File: config.mk
export PLATFORM = sky130hd
export DESIGN_NAME = muldiv_unit_flat
export DESIGN_NICKNAME = d
export VERILOG_FILES = /design/src/rtl/muldiv_pkg.sv /design/src/rtl/muldiv_unit_if.sv /design/src/rtl/muldiv_step.sv /design/src/rtl/muldiv_unit.sv /design/src/flat_wrapper.sv
export SDC_FILE = /design/constraint.sdc
export NUM_CORES = 1
export LEC_CHECK = 0
export ABC_CLOCK_PERIOD_IN_PS = 4900
export CORE_MARGIN = 2
export CORE_UTILIZATION = 45
export CTS_CLUSTER_DIAMETER = 100
export CTS_CLUSTER_SIZE = 8
export DETAILED_ROUTE_END_ITERATION = 10
export PLACE_DENSITY_LB_ADDON = 0.2
export SLEW_MARGIN = 20
export SYNTH_ARGS = -nofsm -noshare
export SYNTH_HDL_FRONTEND = slang
export SYNTH_SLANG_ARGS = --single-unit
File: constraint.sdc
create_clock -name clk -period 4.9 [get_ports clk]
set_clock_uncertainty 0.1 [all_clocks]
set_input_delay 0.735 -clock clk [delete_from_list [all_inputs] [get_ports clk]]
set_output_delay 0.735 -clock clk [all_outputs]
set_load 0.05 [all_outputs]
File: src/rtl/muldiv_pkg.sv
// muldiv_pkg: shared definitions for the multi-cycle multiply/divide unit.
//   - operation encodings as seen on the op port
//   - FSM state encoding
//   - default operand width and fixed start-to-done latency
//   - small helpers classifying an operation
package muldiv_pkg;

    localparam int WIDTH   = 32;
    localparam int LATENCY = 34;   // cycles from accepting edge to done cycle

    typedef enum logic [1:0] {
        OP_MULT  = 2'd0,
        OP_MULTU = 2'd1,
        OP_DIV   = 2'd2,
        OP_DIVU  = 2'd3
    } op_e;

    typedef enum logic [1:0] {
        ST_IDLE = 2'd0,
        ST_CALC = 2'd1,
        ST_SIGN = 2'd2,
        ST_DONE = 2'd3
    } state_e;

    function automatic logic op_is_div(input op_e op);
        return op[1];
    endfunction

    function automatic logic op_is_signed(input op_e op);
        return ~op[0];
    endfunction

endpackage

File: src/rtl/muldiv_unit_if.sv
// muldiv_unit_if: handshake and HI/LO bus between pipeline control and the
// multiply/divide unit.
//   master (pipeline): drives start/op/op_a/op_b/hi_we/lo_we/wdata,
//                      observes busy/done/div_by_zero/hi/lo
//   slave  (unit)    : the reverse
interface muldiv_unit_if #(
    parameter int WIDTH = muldiv_pkg::WIDTH
);
    logic             start;
    logic [1:0]       op;
    logic [WIDTH-1:0] op_a;
    logic [WIDTH-1:0] op_b;
    logic             hi_we;
    logic             lo_we;
    logic [WIDTH-1:0] wdata;
    logic             busy;
    logic             done;
    logic             div_by_zero;
    logic [WIDTH-1:0] hi;
    logic [WIDTH-1:0] lo;

    modport master (
        output start, op, op_a, op_b, hi_we, lo_we, wdata,
        input  busy, done, div_by_zero, hi, lo
    );

    modport slave (
        input  start, op, op_a, op_b, hi_we, lo_we, wdata,
        output busy, done, div_by_zero, hi, lo
    );
endinterface

File: src/rtl/muldiv_step.sv
// muldiv_step: one combinational iteration of the multiply/divide datapath.
// Ports:
//   acc_hi_i/acc_lo_i : current accumulator (upper WIDTH+1 bits, lower WIDTH)
//   opnd_i            : multiplicand magnitude (mul) or divisor magnitude (div)
//   div_i             : 1 = restoring divide step, 0 = shift-add multiply step
//   acc_hi_o/acc_lo_o : next accumulator
// Multiply: acc = {partial product, remaining multiplier bits}; add opnd when
// the multiplier LSB is set, then shift the whole thing right by one.
// Divide:   acc = {remainder, dividend/quotient bits}; shift left by one,
// trial subtract the divisor, keep it and shift in a 1 when no borrow.
module muldiv_step #(
    parameter int WIDTH = 32
) (
    input  logic [WIDTH:0]   acc_hi_i,
    input  logic [WIDTH-1:0] acc_lo_i,
    input  logic [WIDTH-1:0] opnd_i,
    input  logic             div_i,
    output logic [WIDTH:0]   acc_hi_o,
    output logic [WIDTH-1:0] acc_lo_o
);

    logic [WIDTH:0]   add_op;
    logic [WIDTH:0]   sum;
    logic [WIDTH+1:0] rem_sh;
    logic [WIDTH+1:0] trial;

    always_comb begin
        add_op = acc_lo_i[0] ? {1'b0, opnd_i} : '0;
        sum    = acc_hi_i + add_op;
        rem_sh = {acc_hi_i, acc_lo_i[WIDTH-1]};
        trial  = rem_sh - {2'b00, opnd_i};

        if (div_i) begin
            // top bit of trial is the borrow of the trial subtraction
            if (!trial[WIDTH+1]) begin
                acc_hi_o = trial[WIDTH:0];
                acc_lo_o = {acc_lo_i[WIDTH-2:0], 1'b1};
            end else begin
                acc_hi_o = rem_sh[WIDTH:0];
                acc_lo_o = {acc_lo_i[WIDTH-2:0], 1'b0};
            end
        end else begin
            acc_hi_o = {1'b0, sum[WIDTH:1]};
            acc_lo_o = {sum[0], acc_lo_i[WIDTH-1:1]};
        end
    end

endmodule

File: src/rtl/muldiv_unit.sv
// muldiv_unit: multi-cycle MULT/MULTU/DIV/DIVU unit owning HI/LO.
// Ports:
//   clk   : system clock, rising edge
//   rst_n : synchronous active-low reset
//   bus   : muldiv_unit_if.slave (start/op/operands, MTHI/MTLO writes,
//           busy/done/div_by_zero status, HI/LO)
//
// state   | meaning
// --------+-----------------------------------------------------------
// IDLE    | waiting for start, MTHI/MTLO allowed
// CALC    | one shift-add / restoring-divide iteration per cycle, WIDTH cycles
// SIGN    | sign fix-up / divide-by-zero override, HI/LO written
// DONE    | done pulse, results visible, start accepted back-to-back
module muldiv_unit #(
    parameter int WIDTH = muldiv_pkg::WIDTH,
    parameter int CNT_W = 6
) (
    input  logic clk,
    input  logic rst_n,
    muldiv_unit_if.slave bus
);
    import muldiv_pkg::*;

    state_e             state_q;
    logic [CNT_W-1:0]   cnt_q;
    op_e                op_q;
    logic               neg_quo_q;
    logic               neg_rem_q;
    logic [WIDTH:0]     acc_hi_q;
    logic [WIDTH-1:0]   acc_lo_q;
    logic [WIDTH-1:0]   opnd_q;
    logic [WIDTH-1:0]   a_raw_q;
    logic [WIDTH-1:0]   hi_q;
    logic [WIDTH-1:0]   lo_q;
    logic               busy_q;
    logic               done_q;
    logic               dbz_q;

    // operand conditioning at accept
    op_e                op_in;
    logic               a_neg;
    logic               b_neg;
    logic [WIDTH-1:0]   mag_a;
    logic [WIDTH-1:0]   mag_b;

    // datapath step and sign fix-up
    logic [WIDTH:0]     acc_hi_d;
    logic [WIDTH-1:0]   acc_lo_d;
    logic [2*WIDTH-1:0] prod;
    logic [2*WIDTH-1:0] prod_fix;
    logic [WIDTH-1:0]   quo_fix;
    logic [WIDTH-1:0]   rem_fix;
    logic               div_zero;
    logic [WIDTH-1:0]   hi_d;
    logic [WIDTH-1:0]   lo_d;

    always_comb begin
        op_in = op_e'(bus.op);
        a_neg = op_is_signed(op_in) & bus.op_a[WIDTH-1];
        b_neg = op_is_signed(op_in) & bus.op_b[WIDTH-1];
        // -0x80000000 wraps to 0x80000000, which is the correct unsigned magnitude
        mag_a = a_neg ? -bus.op_a : bus.op_a;
        mag_b = b_neg ? -bus.op_b : bus.op_b;
    end

    muldiv_step #(
        .WIDTH (WIDTH)
    ) u_step (
        .acc_hi_i (acc_hi_q),
        .acc_lo_i (acc_lo_q),
        .opnd_i   (opnd_q),
        .div_i    (op_is_div(op_q)),
        .acc_hi_o (acc_hi_d),
        .acc_lo_o (acc_lo_d)
    );

    always_comb begin
        prod     = {acc_hi_q[WIDTH-1:0], acc_lo_q};
        prod_fix = neg_quo_q ? -prod : prod;
        quo_fix  = neg_quo_q ? -acc_lo_q : acc_lo_q;
        rem_fix  = neg_rem_q ? -acc_hi_q[WIDTH-1:0] : acc_hi_q[WIDTH-1:0];
        // divisor magnitude is zero exactly when the raw divisor was zero
        div_zero = op_is_div(op_q) && (opnd_q == '0);

        hi_d = prod_fix[2*WIDTH-1:WIDTH];
        lo_d = prod_fix[WIDTH-1:0];
        if (op_is_div(op_q)) begin
            if (div_zero) begin
                hi_d = a_raw_q;
                lo_d = '1;
            end else begin
                hi_d = rem_fix;
                lo_d = quo_fix;
            end
        end
    end

    always_ff @(posedge clk) begin
        if (!rst_n) begin
            state_q   <= ST_IDLE;
            cnt_q     <= '0;
            op_q      <= OP_MULT;
            neg_quo_q <= 1'b0;
            neg_rem_q <= 1'b0;
            acc_hi_q  <= '0;
            acc_lo_q  <= '0;
            opnd_q    <= '0;
            a_raw_q   <= '0;
            hi_q      <= '0;
            lo_q      <= '0;
            busy_q    <= 1'b0;
            done_q    <= 1'b0;
            dbz_q     <= 1'b0;
        end else begin
            done_q <= 1'b0;

            // MTHI/MTLO only while not busy; an operation accepted on the
            // same edge overwrites HI/LO later in SIGN
            if (!busy_q && bus.hi_we) hi_q <= bus.wdata;
            if (!busy_q && bus.lo_we) lo_q <= bus.wdata;

            case (state_q)
                ST_IDLE, ST_DONE: begin
                    if (bus.start) begin
                        state_q   <= ST_CALC;
                        busy_q    <= 1'b1;
                        cnt_q     <= '0;
                        op_q      <= op_in;
                        neg_quo_q <= a_neg ^ b_neg;
                        neg_rem_q <= a_neg;
                        a_raw_q   <= bus.op_a;
                        acc_hi_q  <= '0;
                        dbz_q     <= 1'b0;
                        if (op_is_div(op_in)) begin
                            acc_lo_q <= mag_a;
                            opnd_q   <= mag_b;
                        end else begin
                            acc_lo_q <= mag_b;
                            opnd_q   <= mag_a;
                        end
                    end else begin
                        state_q <= ST_IDLE;
                        busy_q  <= 1'b0;
                    end
                end
                ST_CALC: begin
                    acc_hi_q <= acc_hi_d;
                    acc_lo_q <= acc_lo_d;
                    cnt_q    <= cnt_q + 1'b1;
                    if (cnt_q == CNT_W'(WIDTH - 1)) begin
                        state_q <= ST_SIGN;
                    end
                end
                ST_SIGN: begin
                    hi_q    <= hi_d;
                    lo_q    <= lo_d;
                    dbz_q   <= div_zero;
                    state_q <= ST_DONE;
                    busy_q  <= 1'b0;
                    done_q  <= 1'b1;
                end
                default: begin
                    state_q <= ST_IDLE;
                    busy_q  <= 1'b0;
                end
            endcase
        end
    end

    assign bus.busy        = busy_q;
    assign bus.done        = done_q;
    assign bus.div_by_zero = dbz_q;
    assign bus.hi          = hi_q;
    assign bus.lo          = lo_q;

endmodule

File: src/flat_wrapper.sv
// flat-port wrapper written by rule: the top's interface ports become plain ports
module muldiv_unit_flat import muldiv_pkg::*;
#(
    parameter int WIDTH = muldiv_pkg::WIDTH,
    parameter int CNT_W = 6
)
  (clk, rst_n, bus_start, bus_op, bus_op_a, bus_op_b, bus_hi_we, bus_lo_we, bus_wdata, bus_busy, bus_done, bus_div_by_zero, bus_hi, bus_lo);
  muldiv_unit_if #(.WIDTH(WIDTH)) bus_i ();
  input  logic clk;
  input  logic rst_n;
  input wire logic [$bits(bus_i.start)-1:0] bus_start;
  input wire logic [$bits(bus_i.op)-1:0] bus_op;
  input wire logic [$bits(bus_i.op_a)-1:0] bus_op_a;
  input wire logic [$bits(bus_i.op_b)-1:0] bus_op_b;
  input wire logic [$bits(bus_i.hi_we)-1:0] bus_hi_we;
  input wire logic [$bits(bus_i.lo_we)-1:0] bus_lo_we;
  input wire logic [$bits(bus_i.wdata)-1:0] bus_wdata;
  output wire logic [$bits(bus_i.busy)-1:0] bus_busy;
  output wire logic [$bits(bus_i.done)-1:0] bus_done;
  output wire logic [$bits(bus_i.div_by_zero)-1:0] bus_div_by_zero;
  output wire logic [$bits(bus_i.hi)-1:0] bus_hi;
  output wire logic [$bits(bus_i.lo)-1:0] bus_lo;
  assign bus_i.start = bus_start;
  assign bus_i.op = bus_op;
  assign bus_i.op_a = bus_op_a;
  assign bus_i.op_b = bus_op_b;
  assign bus_i.hi_we = bus_hi_we;
  assign bus_i.lo_we = bus_lo_we;
  assign bus_i.wdata = bus_wdata;
  assign bus_busy = bus_i.busy;
  assign bus_done = bus_i.done;
  assign bus_div_by_zero = bus_i.div_by_zero;
  assign bus_hi = bus_i.hi;
  assign bus_lo = bus_i.lo;
  muldiv_unit #(.WIDTH(WIDTH), .CNT_W(CNT_W)) u_core (.clk(clk), .rst_n(rst_n), .bus(bus_i));
endmodule
==> results of run 1 <==
## per-layer routing
metal / wire [um] / vias to the layer above
li1: - / 8335
met1: 30100 / 8444
met2: 29600 / 836
met3: 6020 / 99
met4: 1850 / 4
met5: 23 / -
## power by group
group	switching [mW]	internal [mW]
combinational	3.10	1.62
sequential	0.510	2.11
clock	0.792	1.08
## worst paths after layout
| kind | start | to | slack (ns) | depth (start not counted) |
|---|---|---|---|---|
| setup reg to reg | u_core.acc_lo_q[0] | u_core.acc_hi_q[30] | 0.84 | 14 |
| hold / removal | u_core.a_raw_q[20] | u_core.a_raw_q[20] | 0.36 | 2 |
| hold reg to reg | u_core.a_raw_q[20] | u_core.a_raw_q[20] | 0.36 | 2 |
| setup / recovery | u_core.acc_lo_q[0] | u_core.acc_hi_q[30] | 0.84 | 14 |
## area by class of cell
type	count	area [um^2]	area share [%]
sequential	207	4150	21.0
clock inverter	2	38.8	0.197
timing repair buffer	215	2040	10.3
multi-input combinational	1800	11800	59.6
clock buffer	33	762	3.86
tap	511	639	3.24
inverter	90	340	1.72
## cells by family (layout without fill, tap and decap cells)
kind of cell | Yosys count | after routing | synth area share (%)
AO/OA/AOI/OAI | 736 | 736 | 27.6
adder cells (fa/ha/maj) | 74 | 74 | 5.56
multiplexers | 119 | 119 | 7.35
buffers and inverters | 264 | 340 | 6.24
flip-flops | 207 | 207 | 24.5
XOR/XNOR | 205 | 205 | 10.6
AND/OR/NAND/NOR | 666 | 666 | 18.2
## Yosys cell counts (all sizes together), types with 12 or more instances
library cell    n  area [um^2]
ha             72          901
nor4           20          144
or3            12         75.1
o211ai         47          353
o31ai          35          287
a21o           39          293
xor2          101          885
or4            27          221
nor2b          15         93.8
nor2          181          687
mux2           43          484
a221oi         49          435
xnor2         104          911
dfxtp         207         4140
a31oi          26          163
o21ai         177          893
mux2i          76          761
nor3           40          216
a211oi         51          383
nand4          22          138
inv            89          334
a22oi          22          165
nand3          26          130
clkbuf        140          526
buf            32          175
or2            12         77.6
nand2         272         1020
a21oi         218         1090
## sequential cells by signal (all words and copies together) (netlist names), 2 cells and up
| name | count |
|---|---|
| u_core.acc_lo_q | 32 |
| u_core.cnt_q | 6 |
| u_core.acc_hi_q | 33 |
| u_core.bus.lo | 32 |
| u_core.state_q | 2 |
| u_core.bus.hi | 32 |
| u_core.a_raw_q | 32 |
| u_core.opnd_q | 32 |
## through the flow
| stage | total power, mW | cell area [um^2] | hold WS, ns | util (%) |
|---|---|---|---|---|
| 4_1_cts | 9.13 | 19700 | 0.357 | 52.8 |
| 2_1_floorplan | 5.61 | 16900 | 0.333 | - |
| 3_5_place_dp | 7.26 | 18900 | 0.349 | 50.6 |
| 3_3_place_gp | 7.23 | 18900 | 0.344 | 50.6 |
| 5_1_grt | 9.65 | 19700 | 0.378 | 52.8 |
| 6_report | 9.22 | 19700 | 0.360 | 52.8 |
## worst max-delay path: cells and delay by family, from the launching register on
family / cells / cell delay, ns
flops: 1 / 0.38
buf+inv: 3 / 0.97
fa+ha+maj: 1 / 0.20
compound gates: 8 / 1.85
mux: 1 / 0.39
simple gates: 1 / 0.08
==> metrics.txt, run 1 <==
status=finished, final reports clean; initial antenna violation count=2; Overall Global Routing Usage=33.8%; Starting Density=45.3%; Syn Area/Cell=7.46 um^2; Final Hold Vio Count=0; htree depth=1; synth warn=0; setup TNS=0 ns; Die W=198 um; Die Span Y=198 um; post-synth cell types=78; most frequent cells in the layout=270 x nand2_1, 216 x a21oi_1, 205 x dfxtp_1; post_cts resized=0; Non-Filler Instances=2858; area grow syn2layout=16.5%; Die Area=39200 um^2; first-pass GRT wire length=101 mm; RSZ-0062 raised after global routing=no; FF+latch count, synth=207; Crit path largest cell delay=0.41 ns; Leak=7.77 nW; # diodes=0; CTS tree=built; Mapped Area=16900 um^2; Placed Cells=2823; GPL Wtd Cong=1.00; Setup Fix Bufs, Post-CTS=0; register area share after synthesis=24.5%; Final setup viols=0; worst-margin pin slew=1.03 ns; DR pass1 iterations=6; CTS Buf Count=30; Port Buffers=169; Achievable Freq=0.246 GHz; clock latency on the worst-skew pair=0.59 ns; DP Worst Slack=0.862 ns; Worst Setup Start Kind=flop; Relative slew margins=31.3%; WP data arrival=4.46 ns; Main synth FF type=dfxtp_1; power density cells=467 nW/um^2; Post-CTS Hold Fix Bufs=0; number of global-route vias before repair=16100; Nets=2521; crit path cell chain=inv_1 > buf_4 > nor2_1 > ha_1 > a21o_1 > a21o_1 > a21o_1 > a221o_1 > o21ai_0 > buf_4 > a32oi_1 > a221oi_1 > mux2_2 > o31ai_1; fill cell count=3673; vias=17700; number of max-cap violations=0; Post-Syn Nets=2448; crit path capture type=flop; share of cells above drive strength 1=7.33%; Std-Cell Core Area=37400 um^2; Ports=170; post-route clock period utilization=82.9%; met2 Resource Use GR=52.8%; Avg WL per Cell=23.6 um; Detailed Route WL=67.6 mm; Worst Path Required=5.30 ns; clock net sink count=207; cell repeated most along the worst path=a21o_1; max-slew violations=0; busiest layer in global routing=met2; antenna viol nets, final=0; CTS Root Cell=clkbuf_16; Tmin final=4.06 ns; DRT iter0 DRCs=2085; clk buf depth=3; Via density=6.20; critical path type=flop to flop; Post-synth EDFFs=0; ys async rst share=0%; Remaining Overflow, GRT=0; Cells after Synth=2271; Detailed Place HPWL=52.0 mm; most common cell after layout, fill and taps aside=nand2_1; GR Util met3=5.23%; critical path's slowest cell=inv_1; peak supply drop=0.374 mV; met1 usage=48.1%; Cell Rows=71; # DRC=0; largest net degree at the start of global routing=80; Hold Path Class=flop to flop; CP Max Fanout=17; final worst setup slack=0.840 ns; clock-pin slew of the registers on the worst-case setup and hold paths=0.06 ns
Power figures use the tool's default switching activity.
==> inputs of run 2 (changes only) <==
ABC_CLOCK_PERIOD_IN_PS = 4200   (was 4900)
clock period = 4.2 ns   (was 4.9 ns; I/O delays follow)
==> run 2 against run 1 <==
  * Wire length shrank 1.9%
  * Largest cell class unchanged
  * Core utilization grew 0.39 points
  * Fmax increased by 5.8%
  * Critical endpoint unchanged
  * Flip-flop and latch count unchanged
  * Largest power group unchanged
  * Via count grew 1.0%
  * Register-to-register slack lost 0.48 ns
==> metrics.txt, run 2 (same netlist as run 1, synthesis figures left out) <==
Achievable Freq=0.261 GHz (+5.8%); Design Area, Final=19900 um^2 (+0.74%); most common cell after layout, fill and taps aside=nand2_1; Die W=198 um (unchanged); CTS Root Cell=clkbuf_16; dpl cell area=19100 um^2 (+1.0%); CP Max Fanout=13 (-4); # diodes=0 (unchanged); Remaining Overflow, GRT=0 (unchanged); Starting Density=45.3% (unchanged); worst-margin pin slew=1.03 ns (-0.00177 ns); final worst setup slack=0.363 ns (-0.477 ns); share of cells above drive strength 1=8.35% (+1.0 points); Setup Fix Bufs, Post-CTS=0 (unchanged); WP data arrival=4.22 ns (-0.24 ns); CTS tree=built; Largest register FFs=33 (unchanged); # DRC=0 (unchanged); DR pass1 iterations=6 (unchanged); clock-pin slew of the registers on the worst-case setup and hold paths=0.05 ns (about the same); CTS Buf Count=29 (-3.3%); Final Hold Vio Count=0 (unchanged); Die Area=39200 um^2 (unchanged); area grow syn2layout=17.4%; Detailed Place HPWL=51.3 mm (-1.2%); Worst Path Required=4.59 ns (-0.71 ns); status=finished, final reports clean; Via density=6.21 (+0.17%); Hold Path Class=flop to flop; number of global-route vias before repair=16300 (+1.2%); first-pass GRT wire length=99.2 mm (-1.8%); Avg WL per Cell=23.0 um (-2.7%); max-slew violations=0 (unchanged); critical path type=flop to flop; Placed Cells=2851 (+0.99%); crit path capture type=flop; power density cells=536 nW/um^2 (+15%); Tmin final=3.84 ns (-0.223 ns); Die Span Y=198 um (unchanged); Worst Setup Start Kind=flop; largest net degree at the start of global routing=84 (+5.0%); htree depth=1 (unchanged); Most flops, register=u_core.acc_hi_q; DP Worst Slack=0.261 ns (-0.600 ns); Cell Rows=71 (unchanged); vias=17900 (+1.0%); Leak=7.89 nW (+1.6%); most frequent cells in the layout=270 x nand2_1, 216 x a21oi_1, 205 x dfxtp_1; Power Total=10.6 mW (+15%); Overall Global Routing Usage=33.1% (-0.75 points); setup TNS=0 ns (unchanged); clock latency on the worst-skew pair=0.58 ns (about the same); Ports=170 (unchanged); clock net sink count=207 (unchanged); Nets=2548 (+1.1%); GPL Wtd Cong=0.981 (-2.1%); Port Buffers=169 (unchanged); clk buf depth=3 (unchanged); post_cts resized=0 (unchanged); number of max-cap violations=0 (unchanged); Post-CTS Hold Fix Bufs=0 (unchanged); DRT iter0 DRCs=2012 (-3.5%); R2R depth=13 (-1); Relative slew margins=31.4% (+0.14 points); antenna viol nets, final=0 (unchanged); initial antenna violation count=0 (-2); Detailed Route WL=66.3 mm (-1.9%); post-route clock period utilization=91.4% (+8.5 points); Non-Filler Instances=2882 (+0.84%); Hold Crit Depth=2 (unchanged); RSZ-0062 raised after global routing=no; peak supply drop=0.351 mV (-6.0%); fill cell count=3661 (-0.33%); Std-Cell Core Area=37400 um^2 (unchanged); Final setup viols=0 (unchanged)
[run 2: cell types whose count changed in the layout (fill, tap and decap cells not counted), sizes merged]
cell    before  now
inv         89   90
buf         48   76
clkinv       3    1
clkbuf      33   30
[run 2: area by class of cell]
type | instances | area (um^2) | area share [%]
inverters | 90 | 340 | 1.71
clock inverters | 1 | 20.0 | 0.101
well taps | 511 | 639 | 3.22
clock buffers | 30 | 729 | 3.67
repair buffers | 243 | 2240 | 11.3
flip-flops and latches | 207 | 4150 | 20.9
multi-input cells | 1800 | 11800 | 59.2
[run 2: metal layers]
layer | vias to the layer above | part of all wire, % | GRT usage [%]
li1 | 8372 | - | -
met1 | 8535 | 44 | 47.9
met2 | 872 | 43 | 50.7
met3 | 119 | 9.4 | 4.04
met4 | 0 | 3.4 | 10.7
met5 | - | 0 | 0
[run 2: worst paths after layout]
check / startpoint / to / slack [ns]
hold / removal: u_core.a_raw_q[27] / u_core.a_raw_q[27] / 0.36
setup reg to reg: u_core.acc_lo_q[0] / u_core.acc_hi_q[30] / 0.36
setup / recovery: u_core.acc_lo_q[0] / u_core.acc_hi_q[30] / 0.36
hold reg to reg: u_core.a_raw_q[27] / u_core.a_raw_q[27] / 0.36
[run 2: worst max-delay path: stages (launching register included)]
cell,delay [ns]
dfxtp_1,0.36
inv_1,0.41
buf_4,0.24
nor2_1,0.06
ha_1,0.31
a21oi_1,0.16
o31ai_1,0.12
a22oi_1,0.30
a21oi_1,0.12
o21ai_1,0.37
a32oi_1,0.23
a221oi_1,0.38
mux2_2,0.38
o31ai_1,0.20
[run 2: stage by stage]
stage,utilization [%],hold slack [ns]
floorplan,-,0.333
global placement,51.2,0.348
detailed placement,51.2,0.351
CTS,53.2,0.359
global route,53.2,0.381
finish,53.2,0.358
[run 2: where the power goes]
group	switching (mW)	total, mW	internal, mW	leakage [nW]
Combinational	3.59	5.50	1.91	5.82
Sequential	0.565	3.03	2.47	1.70
Clock	0.910	2.12	1.21	0.368
Total	5.06	10.6	5.58	7.89
==> inputs of run 3 (changes only) <==
CORE_UTILIZATION = 56   (was 45)
==> run 3 against run 2 <==
  * Setup slack gained 0.048 ns
  * Non-clock buffer count grew 1
  * Critical endpoint unchanged
  * First-iteration DRC count grew 10%
  * Final cell count shrank 4.1%
  * Combinational power is essentially flat
  * Die area shrank 19%
  * Sequential power is essentially flat
==> metrics.txt, run 3 (same netlist as run 1, synthesis figures left out) <==
Detailed Route WL=64.9 mm (-2.1%); crit path capture type=flop; Remaining Overflow, GRT=0 (unchanged); fill cell count=2577 (-30%); cell repeated most along the worst path=o31ai_1; met1 usage=56.5% (+8.6 points); Post-CTS Hold Fix Bufs=0 (unchanged); most common cell after layout, fill and taps aside=nand2_1; Overall Global Routing Usage=39.9% (+6.9 points); Worst Setup Start Kind=flop; vias=18300 (+2.3%); share of cells above drive strength 1=8.47% (+0.12 points); power density cells=541 nW/um^2 (+1.1%); Final setup viols=0 (unchanged); most frequent cells in the layout=270 x nand2_1, 216 x a21oi_1, 205 x dfxtp_1; Cell Rows=63 (-11%); crit path cell chain=inv_1 > buf_12 > nor2_1 > ha_1 > o21ai_0 > o31ai_1 > a22oi_1 > a21oi_1 > o21ai_1 > a32oi_1 > a221oi_1 > mux2_2 > o31ai_1; antenna viol nets, final=0 (unchanged); setup TNS=0 ns (unchanged); # diodes=0 (unchanged); Worst Path Required=4.57 ns (-0.02 ns); clk buf depth=3 (unchanged); Largest register FFs=33 (unchanged); initial antenna violation count=0 (unchanged); max-slew violations=0 (unchanged); fin util=66.7% (+14 points); GR Util met3=6.04% (+2.0 points); Leak=7.93 nW (+0.53%); worst-margin pin slew=1.00 ns (-0.0236 ns); Die Span Y=178 um (-10%); WP data arrival=4.16 ns (-0.06 ns); CTS Buf Count=30 (+3.4%); Port Buffers=169 (unchanged); Detailed Place HPWL=49.4 mm (-3.7%); Tmin final=3.79 ns (-0.0480 ns); met2 Resource Use GR=60.7% (+10 points); largest net degree at the start of global routing=80 (-4.8%); CTS Root Cell=clkbuf_16; worst path bufs/invs=2 (unchanged); number of global-route vias before repair=16500 (+1.4%); Std-Cell Core Area=29700 um^2 (-21%); Most flops, register=u_core.acc_hi_q; first-pass GRT wire length=97.6 mm (-1.6%); Die Area=31700 um^2 (-19%); Achievable Freq=0.264 GHz (+1.3%); Ports=170 (unchanged); Hold Path Class=flop to flop; Relative slew margins=33.0% (+1.6 points); critical path type=flop to flop; GPL Wtd Cong=1.04 (+6.4%); RSZ-0062 raised after global routing=no; CP Max Fanout=31 (+18); busiest layer in global routing=met2; clock-pin slew of the registers on the worst-case setup and hold paths=0.06 ns (about the same); htree depth=1 (unchanged); status=finished, final reports clean; Final Hold Vio Count=0 (unchanged); Via density=6.62 (+6.6%); number of max-cap violations=0 (unchanged); clock net sink count=207 (unchanged); DRT iter0 DRCs=2223 (+10%); Starting Density=57.0% (+12 points); Design Area, Final=19800 um^2 (-0.25%); CTS tree=built; Die W=178 um (-10%); kind of cell adding the most delay to the critical path=compound AO/OA/AOI/OAI gates; # DRC=0 (unchanged); area grow syn2layout=17.1%; peak supply drop=0.544 mV (+55%); critical path's slowest cell=dfxtp_1; DR pass1 iterations=6 (unchanged); Avg WL per Cell=23.5 um (+2.1%); Crit path largest cell delay=0.46 ns (+0.05 ns); post-route clock period utilization=90.2% (-1.1 points); Nets=2550 (+0.078%); dpl cell area=19000 um^2 (-0.62%); clock latency on the worst-skew pair=0.59 ns (about the same)
==> run 3: cell type report <==
class | instances | area, um^2 | share of cell area (%)
timing repair buffer | 244 | 2270 | 11.5
inverter | 90 | 340 | 1.72
sequential | 207 | 4150 | 20.9
multi-input combinational | 1800 | 11800 | 59.3
clock buffer | 30 | 751 | 3.78
tap | 390 | 488 | 2.46
clock inverter | 3 | 67.6 | 0.341
==> run 3: path summary, 6_finish.rpt <==
kind	slack, ns	to	start	cells past startpoint
max	0.41	u_core.acc_hi_q[30]	u_core.acc_lo_q[0]	13
min reg2reg	0.36	u_core.a_raw_q[22]	u_core.a_raw_q[22]	2
max reg2reg	0.41	u_core.acc_hi_q[30]	u_core.acc_lo_q[0]	13
min	0.36	u_core.a_raw_q[22]	u_core.a_raw_q[22]	2
==> run 3: where the power goes <==
group	internal, mW	switching [mW]
clock	1.31	0.897
combinational	1.91	3.61
sequential	2.47	0.543
==> run 3: tightest hold or removal path: cells and delay by family (launching register included) <==
family,cells,cell delay [ns]
flops,1,0.31
compound gates,1,0.05
simple gates,1,0.05
==> run 3: timing repair <==
action	4_1_cts	5_1_grt
buffers inserted	0	0
endpoints found under the setup margin	0	1
gates resized for setup	0	1
==> run 3: metrics by stage <==
step	setup WS, ns	hold WS [ns]	cells	power, mW
6_report	0.411	0.357	2764	10.7
5_1_grt	0.0869	0.378	2764	11.2
4_1_cts	0.247	0.357	2764	10.6
3_5_place_dp	0.300	0.349	2731	8.38
3_3_place_gp	0.323	0.344	2731	8.29
2_1_floorplan	0.677	0.333	2271	6.54
==> run 3: per-layer routing <==
metal	share of wire [%]	wire length [um]
met1	42	27000
met2	43	27700
met3	11	7370
met4	4.4	2880
met5	0	0
